**src/rtl/edge_detector_ctrl.sv**
```systemverilog
// edge_detector_ctrl: Avalon-MM controlled sequencer that loads a frame, bursts it into an edge detector and forwards results.
// Optional level interrupt (and stored IRQ_EN bit) enabled by defining EDGE_CTRL_IRQ_EN.
module edge_detector_ctrl #(
  parameter int IMG_X_SIZE     = 3,
  parameter int IMG_Y_SIZE     = 3,
  parameter int OUT_PIXELS     = 1,
  parameter int TIMEOUT_CYCLES = 1024
) (
  input  logic        clk_i,
  input  logic        rst_i,
  input  logic [1:0]  avs_address_i,
  input  logic        avs_write_i,
  input  logic [31:0] avs_writedata_i,
  input  logic        avs_read_i,
  output logic [31:0] avs_readdata_o,
  input  logic        snk_valid_i,
  input  logic [7:0]  snk_data_i,
  output logic        snk_ready_o,
  output logic        det_start_o,
  output logic [7:0]  det_pixel_o,
  input  logic        det_data_available_i,
  input  logic        det_valid_i,
  input  logic [7:0]  det_pixel_i,
  output logic        src_valid_o,
  output logic [7:0]  src_data_o,
  output logic        irq_o
);

  localparam int N     = IMG_X_SIZE * IMG_Y_SIZE;
  localparam int IDX_W = (N > 1) ? $clog2(N) : 1;
  localparam int WD_W  = $clog2(TIMEOUT_CYCLES + 1);

  typedef enum logic [2:0] {
    S_IDLE, S_LOAD, S_START, S_BURST, S_WAIT_AVAIL, S_DRAIN, S_DONE
  } state_t;

  state_t            state_q, state_d;
  logic [31:0]       pixLoaded_q, pixLoaded_d;
  logic [31:0]       resSent_q, resSent_d;
  logic [IDX_W-1:0]  burstIdx_q, burstIdx_d, burstIdxNext;
  logic [WD_W-1:0]   wdCnt_q, wdCnt_d;
  logic [7:0]        detPixel_q, detPixel_d;
  logic [31:0]       readdata_q, readdata_d;
  logic              done_q, done_d, timeout_q, timeout_d;
  logic              setDone, setTimeout;
  logic [7:0]        buffer_q [N];

  logic ctrlWr, statWr, goReq, abortReq, loadBeat, irqEnBit, unusedWdata;

  assign ctrlWr       = avs_write_i && (avs_address_i == 2'd0);
  assign statWr       = avs_write_i && (avs_address_i == 2'd1);
  assign goReq        = ctrlWr && avs_writedata_i[0];
  assign abortReq     = ctrlWr && avs_writedata_i[1];
  assign loadBeat     = (state_q == S_LOAD) && snk_valid_i;
  assign burstIdxNext = burstIdx_q + IDX_W'(1);
  assign unusedWdata  = ^avs_writedata_i[31:3];

  always_comb begin
    state_d     = state_q;
    pixLoaded_d = pixLoaded_q;
    resSent_d   = resSent_q;
    burstIdx_d  = burstIdx_q;
    wdCnt_d     = '0;
    detPixel_d  = detPixel_q;
    setDone     = 1'b0;
    setTimeout  = 1'b0;
    snk_ready_o = 1'b0;
    det_start_o = 1'b0;
    src_valid_o = 1'b0;
    src_data_o  = 8'h00;
    case (state_q)
      S_IDLE: begin
        if (goReq && !abortReq) begin
          state_d     = S_LOAD;
          pixLoaded_d = '0;
          resSent_d   = '0;
        end
      end
      S_LOAD: begin
        snk_ready_o = 1'b1;
        if (snk_valid_i) begin
          pixLoaded_d = pixLoaded_q + 32'd1;
          if (pixLoaded_q == 32'(N - 1)) state_d = S_START;
        end
      end
      S_START: begin
        // Preload the first pixel so it appears on the first BURST cycle.
        det_start_o = 1'b1;
        detPixel_d  = buffer_q[0];
        burstIdx_d  = '0;
        state_d     = S_BURST;
      end
      S_BURST: begin
        if (burstIdx_q == IDX_W'(N - 1)) begin
          state_d = S_WAIT_AVAIL;
        end else begin
          burstIdx_d = burstIdxNext;
          detPixel_d = buffer_q[burstIdxNext];
        end
      end
      S_WAIT_AVAIL: begin
        wdCnt_d = wdCnt_q + WD_W'(1);
        if (det_data_available_i) state_d = S_DRAIN;
      end
      S_DRAIN: begin
        wdCnt_d = wdCnt_q + WD_W'(1);
        if (det_valid_i) begin
          src_valid_o = 1'b1;
          src_data_o  = det_pixel_i;
          resSent_d   = resSent_q + 32'd1;
          if (resSent_q == 32'(OUT_PIXELS - 1)) state_d = S_DONE;
        end
      end
      S_DONE: begin
        setDone = 1'b1;
        state_d = S_IDLE;
      end
      default: state_d = S_IDLE;
    endcase
    if (((state_q == S_WAIT_AVAIL) || (state_q == S_DRAIN)) &&
        (wdCnt_q == WD_W'(TIMEOUT_CYCLES - 1))) begin
      setTimeout = 1'b1;
      state_d    = S_IDLE;
    end
    if (abortReq) begin
      setDone    = 1'b0;
      setTimeout = 1'b0;
      state_d    = S_IDLE;
    end
  end

  // Sticky flags: a new set event beats a simultaneous write-one-to-clear.
  assign done_d    = setDone    | (done_q    & ~(statWr & avs_writedata_i[1]));
  assign timeout_d = setTimeout | (timeout_q & ~(statWr & avs_writedata_i[2]));

  always_comb begin
    readdata_d = 32'h0;
    if (avs_read_i) begin
      case (avs_address_i)
        2'd0:    readdata_d = {29'h0, irqEnBit, 2'b00};
        2'd1:    readdata_d = {29'h0, timeout_q, done_q, state_q != S_IDLE};
        2'd2:    readdata_d = pixLoaded_q;
        default: readdata_d = resSent_q;
      endcase
    end
  end

  always_ff @(posedge clk_i or negedge rst_i) begin
    if (!rst_i) begin
      state_q     <= S_IDLE;
      pixLoaded_q <= '0;
      resSent_q   <= '0;
      burstIdx_q  <= '0;
      wdCnt_q     <= '0;
      detPixel_q  <= '0;
      readdata_q  <= '0;
      done_q      <= 1'b0;
      timeout_q   <= 1'b0;
    end else begin
      state_q     <= state_d;
      pixLoaded_q <= pixLoaded_d;
      resSent_q   <= resSent_d;
      burstIdx_q  <= burstIdx_d;
      wdCnt_q     <= wdCnt_d;
      detPixel_q  <= detPixel_d;
      readdata_q  <= readdata_d;
      done_q      <= done_d;
      timeout_q   <= timeout_d;
    end
  end

  always_ff @(posedge clk_i or negedge rst_i) begin
    if (!rst_i) begin
      for (int i = 0; i < N; i++) buffer_q[i] <= 8'h00;
    end else if (loadBeat) begin
      buffer_q[pixLoaded_q[IDX_W-1:0]] <= snk_data_i;
    end
  end

`ifdef EDGE_CTRL_IRQ_EN
  logic irqEn_q;

  always_ff @(posedge clk_i or negedge rst_i) begin
    if (!rst_i)      irqEn_q <= 1'b0;
    else if (ctrlWr) irqEn_q <= avs_writedata_i[2];
  end

  assign irqEnBit = irqEn_q;
  assign irq_o    = irqEn_q & (done_q | timeout_q);
`else
  assign irqEnBit = 1'b0;
  assign irq_o    = 1'b0;
`endif

  assign det_pixel_o    = detPixel_q;
  assign avs_readdata_o = readdata_q;

endmodule

```
**config.mk**
```make
export PLATFORM = sky130hd
export DESIGN_NAME = edge_detector_ctrl
export DESIGN_NICKNAME = d
export VERILOG_FILES = /design/src/rtl/edge_detector_ctrl.sv
export SDC_FILE = /design/constraint.sdc
export NUM_CORES = 1
export LEC_CHECK = 0
export ABC_AREA = 1
export ABC_CLOCK_PERIOD_IN_PS = 1900
export BUFFER_PORTS_ARGS = -buffer_cell sky130_fd_sc_hd__buf_2
export CAP_MARGIN = 30
export CORE_MARGIN = 2
export CORE_UTILIZATION = 25
export CTS_BUF_LIST = sky130_fd_sc_hd__clkbuf_8
export CTS_CLUSTER_DIAMETER = 120
export DETAILED_ROUTE_END_ITERATION = 16
export MAX_ROUTING_LAYER = met4
export SLEW_MARGIN = 0
export SYNTH_ARGS = -nofsm -noshare
export SYNTH_HDL_FRONTEND = slang
export SYNTH_SLANG_ARGS = --single-unit
```
**constraint.sdc**
```tcl
create_clock -name clk_i -period 1.9 [get_ports clk_i]
set_input_delay 0.095 -clock clk_i [delete_from_list [all_inputs] [get_ports clk_i]]
set_output_delay 0.095 -clock clk_i [all_outputs]
set_load 0.005 [all_outputs]
```
==> flow_summary.ini <==
[sta]
layout_setup_ws_ns = 0.104
rsz0062_at_grt = yes
post-route-min-period_ns = 1.80
tightest_slew_ns = 0.538
fmax_mhz = 557
hold_viol_final = 0
slew_violations = 0
setup_viol = 0
slew_headroom = 0.641
min_period_over_period = 0.945
skew_ns = 0.0123

[power]
finalPower_mw = 14.7
p_int_mw = 8.57
pwr-share-comb = 0.374
clkPwrFrac = 0.184
power_density_nw_per_um2 = 1210
p_leak_nw = 5.53
p_sw_mw = 6.12
p_sw_frac = 0.416
irDropWorstVdd_uv = 550
seqPwrFrac = 0.442

[critical_path]
cp-start-kind = flop
cp_cell_sequence = nor2_2, nand2_1, buf_4, nor3_1, inv_2, o21ai_1, a21oi_1
crit_type = flop to flop
cp_data_arrival_time_ns = 2.16
cpLargestDelayFamily = simple AND/OR/NAND/NOR gates
worstPathBufferInverterCount = 2
cp_slowest_cell = dfrtp_2
setup.worst_path.end_class = flop
critPathMaxStageDelay_ns = 0.46
reg2reg_from = state_q[1]
worst-path-max-fanout = 13
required_ns = 2.26
crit_path_start = state_q[1]

[global_routing]
grt_use_met3 = 0.0252
grt_use_met1 = 0.188
grt_max_degree = 53
busiest_layer = met2
grt.total_usage = 0.147
grt_pass1_wl_um = 48300
antenna_found_initial = 0
grt_pass1_vias = 9192
overflow = 0
met2_usage = 0.242

[job]
max-cap-violations = 0

[routing]
vias = 9519
drtIter0Drc = 711
ant_nets = 0
drc = 0
vias_per_cell = 4.67
drtPass1Iterations = 5
routedWlPerCell_um = 14.6
wirelength_um = 29700

[floorplanning]
die_y_um = 206
die_area_um2 = 42600
start_util = 0.252
die_w_um = 206
io_pins = 109
core_area_um2 = 40600
rows = 74

[placement]
hpwl_um = 22400
place_ws_ns = -0.0136
routabilityCongestion = 0.920
portBuffers = 78

[clocking]
path_clk_slew_ns = 0.11
cts_tree = done
root_buffer = clkbuf_8
cts_sinks = 196
clock_latency_ns = 0.47
cts_buffers = 17
htree_levels = 4
cts_buffer_depth = 2

[finish]
layout.nets = 1560
drive_gt1_frac = 0.136
final_util = 0.299
antennaDiodeCount = 0
syn_to_final_growth_pct = 18.7

[synth]
synthCells = 1379
synth.most_common_cell = nand2_1
async_flop_share = 1.00
yosys_register_bits = 196
yosys-top-cells-count = 397 x nand2_1, 196 x dfrtp_1, 179 x nor2_1
netlist.area_leader.share = 0.479
synth.yosys.seq_area_share = 0.479
yosys-top-cells-area = dfrtp_1 48%, nand2_1 15%, o21ai_0 7.0%, nor2_1 6.6%, inv_1 4.1%
synthFlopType = dfrtp_1
ys_types = 42
synth_area_um2 = 10200
yosysTopAreaCell = dfrtp_1
avgSynthCellArea_um2 = 7.43
syn-num-nets = 1445
yosys_warnings = 0
synth_edf_count = 0

[worst_hold_path]
min_path_type = input pin to flop
hp-start = snk_data_i[5]

[run_status]
status = finished, final reports clean
## through the flow
| step | instances | TNS (ns) | hold slack, ns | area (µm²) |
|---|---|---|---|---|
| floorplan | 1379 | 0 | -0.201 | 10200 |
| global placement | 1995 | 0 | 0.0990 | 11600 |
| detailed placement | 1995 | -0.0136 | 0.100 | 11600 |
| CTS | 2036 | 0 | 0.00921 | 12100 |
| global route | 2039 | -0.0320 | 0.0267 | 12200 |
| finish | 2039 | 0 | 0.0218 | 12200 |
## kinds of logic after synthesis
kind of cell,count (synthesis),synth area share
other,1,0.000366
and+or+nand+nor,723,0.294
AOI/OAI and AO/OA,265,0.138
DFF,196,0.479
xor gates and xnor gates,15,0.0128
adders and majority gates,9,0.0110
buffers and inverters,170,0.0646
## area by class of cell
type	count	area, µm²
timing repair buffer	149	1020
clock buffer	18	248
clock inverter	14	129
fill	4382	28500
sequential	196	4910
multi-input combinational	1013	4740
tap	532	666
inverter	117	443
## tightest hold or removal path: cells and delay by family
kind            cells  cell delay [ns]
buf+inv             2             0.19
compound gates      1             0.16
## timing repair
action	CTS	global route
hold buffers	8	0
resized for setup	3	23
endpoints found under the setup margin	3	77
pin swaps	0	3
hold endpoints to repair	52	0
buffers inserted	1	4
## worst paths after layout
check,endpoint,slack (ns),cells past startpoint
min in group asynchronous,avs_readdata_o[25],0.14,2
hold reg to reg,wdCnt_q[0],0.48,1
hold / removal,buffer_q[13],0.02,3
setup reg to reg,pixLoaded_q[6],0.10,7
max in group asynchronous,state_q[0],1.09,3
setup / recovery,pixLoaded_q[6],0.10,7
## power by group through the flow
stage | Sequential [mW] | Clock (mW) | Combinational [mW]
floorplan | 6.22 | 0 | 3.51
global placement | 6.52 | 0 | 5.23
detailed placement | 6.54 | 0 | 5.33
CTS | 6.47 | 2.77 | 5.40
global route | 6.66 | 2.96 | 6.30
finish | 6.50 | 2.70 | 5.49
## sequential cells by signal, indices dropped and copies added, names as in the netlist
signal	count
wdCnt_q	11
resSent_q	32
burstIdx_q	4
state_q	3
done_q	1
pixLoaded_q	32
buffer_q	72
det_pixel_o	8
avs_readdata_o	32
timeout_q	1
## placed cells by master (no fill, tap or decap), drive strengths merged, types with 3 or more instances in the layout
cell type | Yosys | routed
o22ai | 9 | 9
buf | 11 | 140
nand4 | 45 | 45
ha | 9 | 9
o21a | 4 | 4
nand2 | 402 | 402
nor4 | 3 | 3
nand3 | 43 | 43
inv | 116 | 124
nor3 | 42 | 42
a21oi | 74 | 74
o211ai | 16 | 16
dfrtp | 196 | 196
clkbuf | 42 | 19
clkinv | 1 | 4
dlygate4sd3 | 0 | 8
o21ai | 153 | 153
nor2 | 183 | 183
xor2 | 14 | 14
## layer usage
metal	routed length, µm	part of all wire	up-vias
met4	465	0.016	0
met5	0	0	-
met1	13500	0.45	4525
met2	14500	0.49	230
met3	1300	0.044	29
li1	-	-	4735
No activity file was read; power rests on OpenSTA's default activity.
